`src/rtl/mem_port_arbiter.sv`:
```
// mem_port_arbiter: shares one fixed-latency memory port between fetch and data, data priority with fetch anti-starvation
module mem_port_arbiter #(
  parameter int WIDTH = 32,
  parameter int ADDR_W = 8,
  parameter int MEM_LAT = 2,
  parameter int STARVE_MAX = 2
) (
  input  logic              clk,
  input  logic              rst,
  input  logic              if_req,
  input  logic [ADDR_W-1:0] if_addr,
  output logic [WIDTH-1:0]  if_rdata,
  output logic              if_ready,
  input  logic              dm_req,
  input  logic              dm_we,
  input  logic [ADDR_W-1:0] dm_addr,
  input  logic [WIDTH-1:0]  dm_wdata,
  output logic [WIDTH-1:0]  dm_rdata,
  output logic              dm_ready,
  output logic              mem_en,
  output logic              mem_we,
  output logic [ADDR_W-1:0] mem_addr,
  output logic [WIDTH-1:0]  mem_wdata,
  input  logic [WIDTH-1:0]  mem_rdata,
  output logic              grant_dm,
  output logic              busy,
  output logic              stall_if,
  output logic              stall_dm
);
  typedef enum logic [1:0] {IDLE, ISSUE, WAIT, RESP} state_t;
  state_t state;
  logic [3:0] wait_cnt;
  logic [2:0] starve_cnt;
  logic pick_if;
  assign pick_if = if_req & (~dm_req | (starve_cnt == 3'(STARVE_MAX)));
  assign busy = state != IDLE;
  assign stall_if = if_req & ~if_ready;
  assign stall_dm = dm_req & ~dm_ready;
  always_ff @(posedge clk) begin
    if (rst) begin
      state <= IDLE;
      wait_cnt <= '0;
      starve_cnt <= '0;
      if_rdata <= '0;
      dm_rdata <= '0;
      if_ready <= 1'b0;
      dm_ready <= 1'b0;
      mem_en <= 1'b0;
      mem_we <= 1'b0;
      mem_addr <= '0;
      mem_wdata <= '0;
      grant_dm <= 1'b0;
    end else begin
      if_ready <= 1'b0;
      dm_ready <= 1'b0;
      case (state)
        IDLE: if (if_req | dm_req) begin
          state <= ISSUE;
          mem_en <= 1'b1;
          grant_dm <= ~pick_if;
          mem_we <= ~pick_if & dm_we;
          mem_addr <= pick_if ? if_addr : dm_addr;
          mem_wdata <= pick_if ? '0 : dm_wdata;
          starve_cnt <= pick_if ? 3'd0 : (if_req && starve_cnt != 3'(STARVE_MAX)) ? starve_cnt + 3'd1 : starve_cnt;
        end
        ISSUE: begin
          mem_en <= 1'b0;
          wait_cnt <= 4'(MEM_LAT - 1);
          state <= WAIT;
        end
        WAIT: if (wait_cnt == 4'd0) begin
          state <= RESP;
          if_rdata <= (!grant_dm && !mem_we) ? mem_rdata : if_rdata;
          dm_rdata <= (grant_dm && !mem_we) ? mem_rdata : dm_rdata;
          if_ready <= ~grant_dm;
          dm_ready <= grant_dm;
        end else begin
          wait_cnt <= wait_cnt - 4'd1;
        end
        RESP: state <= IDLE;
        default: state <= IDLE;
      endcase
    end
  end
endmodule

```
`config.mk`:
```
export PLATFORM = sky130hd
export DESIGN_NAME = mem_port_arbiter
export DESIGN_NICKNAME = d
export VERILOG_FILES = /design/src/rtl/mem_port_arbiter.sv
export SDC_FILE = /design/constraint.sdc
export NUM_CORES = 1
export LEC_CHECK = 0
export ABC_AREA = 1
export BUFFER_PORTS_ARGS = -buffer_cell sky130_fd_sc_hd__clkbuf_2
export CELL_PAD_IN_SITES_DETAIL_PLACEMENT = 0
export CELL_PAD_IN_SITES_GLOBAL_PLACEMENT = 1
export CORE_AREA = 2 2 99 173
export CTS_CLUSTER_SIZE = 25
export DETAILED_ROUTE_END_ITERATION = 10
export DIE_AREA = 0 0 101 175
export GPL_TIMING_DRIVEN = 0
export PLACE_DENSITY = 0.69
export SYNTH_ARGS = -nofsm -noshare
export SYNTH_HDL_FRONTEND = slang
export SYNTH_SLANG_ARGS = --single-unit
```
`constraint.sdc`:
```
create_clock -name clk -period 2.8 [get_ports clk]
set_input_delay 0.56 -clock clk [delete_from_list [all_inputs] [get_ports clk]]
set_output_delay 0.56 -clock clk [all_outputs]
set_load 0.02 [all_outputs]
```
==> results.toml <==
[global_routing]
globalRouteOverflowTotal = 0
track_usage_pct = 17.1
antenna_found_initial = 0
grt_max_degree = 17
grt_pass1_wl_um = 24000
grt_pass1_vias = 4759

[timing]
setup_violations = 0
max_slew_margin_pct = 61.2
rsz0062_at_grt = "no"
slew_violations = 0
hold_violations = 0
fin_crit_sh_pct = 69.7
worst_pin_slew_ns = 0.582
fin_setup_tns_ns = 0
period_minus_slack_ns = 1.95
finClkSkew_ns = 0.0117
hold_ws_ns = 0.392
fmax_mhz = 512

[clocking]
cts_tree = "yes"
clock_latency_ns = 0.41
cts_resized = 0
numCtsBuffers = 17
cts_buffer_depth = 2
root_buffer = "clkbuf_16"
hold_buffers = 0
clkSinkCount = 118
ctsHtreeMaxLevel = 4
cts_setup_buffers = 0
clk_transition_reported_paths_ns = 0.06

[power_and_ir_drop]
switching_power_uw = 2520
p_int_uw = 4240
combPwrFrac_pct = 32.9
seqPwrFrac_pct = 32.5
p_per_area_nw_per_um2 = 1040
leakage_uw = 0.00293
sw_frac_of_total_pct = 37.3
clock_power_share_pct = 34.6
irDropWorstVdd_mv = 0.411

[floorplanning]
die-area_um2 = 17700
initial_core_util_pct = 28.6
row_count = 62
core_area_um2 = 16300
die_width_um = 101
num_io_pins = 197
die_y_um = 175

[critical_path]
required_ns = 2.24
crit_path_end_kind = "output pin"
cp_max_fo = 3
start_kind = "flop"
reg2regPathDepth = 8
arrival_ns = 1.39
worstSetupPathType = "reg -> out"

[detailed_routing]
finalWirelength_um = 14800
drt-vias-per-instance = 4.61
dr.first_iter.drc_count = 111
drt_first_pass_iters = 4
wl_per_cell_um = 14.6
via_count = 4669
postRouteAntennaNets = 0
drc_errors = 0

[synthesis]
syn_area_um2 = 4660
yosysWarnings = 0
ys_seq_area_share_pct = 50.7
syn_inst = 595
synth_fp_nets = 687
synth-seq-cells = 118
synth.avg_cell_area_um2 = 7.83
netlist-cell-type-count = 25

[layout]
fin_util_pct = 40.0
drive_gt1_share_pct = 32.4
fin_nets = 901
antenna_cells = 0
syn_to_final_growth_pct = 39.7

[outcome]
status = "finished, final reports clean"

[min_path]
hp-class = "in -> reg"
worst_hold_path.num_cells = 3

[placed_design]
gp_congestion = 0.753
hpwl_um = 11700
io_buffers = 195

[run]
max_cap_viol_count = 0
[cell type report]
type	count	area, µm²
Clock buffer	18	439
Buffer	44	228
Tap cell	192	240
Inverter	34	128
Timing Repair Buffer	195	976
Sequential cell	118	2360
Clock inverter	13	195
Fill cell	1761	9780
Multi-Input combinational cell	399	1940
[cells in the mapped netlist (all sizes together)]
library cell,n,area (µm²)
nor2,74,297
or2,2,12.5
clkbuf,19,71.3
dfxtp,118,2360
nand2,101,387
inv,34,128
xor2,2,17.5
buf,25,156
a21oi,84,432
o21a,1,7.51
nand3,58,308
nor3,1,5.00
nand4,34,213
ha,7,87.6
o21ai,35,175
[per-stage QoR]
step / setup slack, ns / power, µW / cell area (µm²) / instances
CTS: 0.819 / 6860 / 6510 / 1013
global placement: 0.846 / 4490 / 5870 / 982
detailed placement: 0.908 / 4490 / 5870 / 982
floorplan: 1.31 / 3720 / 4660 / 595
global route: 0.752 / 7210 / 6510 / 1013
finish: 0.847 / 6760 / 6510 / 1013
[registers in the layout, indices dropped and copies added (netlist names), 2 cells and up]
signal	count
state	2
if_rdata	32
mem_addr	8
starve_cnt	3
wait_cnt	4
dm_rdata	32
mem_wdata	32
[path summary, 6_finish.rpt]
kind	slack, ns	start	to
setup / recovery	0.85	state[1]$_SDFFE_PP0P_	busy
hold / removal	0.39	dm_wdata[8]	mem_wdata[8]$_SDFFE_PP0P_
setup reg to reg	1.08	state[1]$_SDFFE_PP0P_	mem_addr[0]$_SDFFE_PP0P_
hold reg to reg	0.46	dm_rdata[11]$_SDFFE_PP0P_	dm_rdata[11]$_SDFFE_PP0P_
[power groups by stage]
| stage | combinational [µW] | clock (µW) | sequential [µW] |
|---|---|---|---|
| after floorplan | 1150 | 0 | 2580 |
| after global placement | 2260 | 0 | 2230 |
| after detailed placement | 2260 | 0 | 2240 |
| after CTS | 2260 | 2400 | 2200 |
| after global routing | 2490 | 2480 | 2240 |
| final | 2220 | 2340 | 2200 |
[critical path: stages, from the launching register on]
cell and delay, ns:
dfxtp_1 0.35, inv_1 0.08, ha_1 0.23, inv_1 0.14, clkbuf_2 0.19
[routing by layer]
| metal | GRT usage, % | wire length, µm | vias up |
|---|---|---|---|
| met1 | 17.3 | 5610 | 2059 |
| met3 | 6.60 | 1160 | 18 |
| li1 | - | - | 2416 |
| met4 | 5.97 | 282 | 0 |
| met5 | 0 | 0 | - |
| met2 | 31.4 | 7720 | 176 |
[cells in the final DEF (no fill, tap or decap), types with 6 or more instances in the layout]
cell       count
a21oi_1       83
buf_2         17
clkbuf_1      19
clkbuf_16     17
clkbuf_2     195
dfxtp_1      118
ha_1           7
inv_1         28
inv_2          6
nand2_1       98
nand3_1       56
nand4_1       34
nor2_1        72
o21ai_0       35
[kinds of logic after synthesis]
family	synth area share (%)
AO/OA/AOI/OAI	13.2
AND/OR/NAND/NOR	26.2
buffers and inverters	7.63
adder cells (fa/ha/maj)	1.88
flip-flops	50.7
XOR/XNOR	0.376
(Power assumes the default switching activity.)
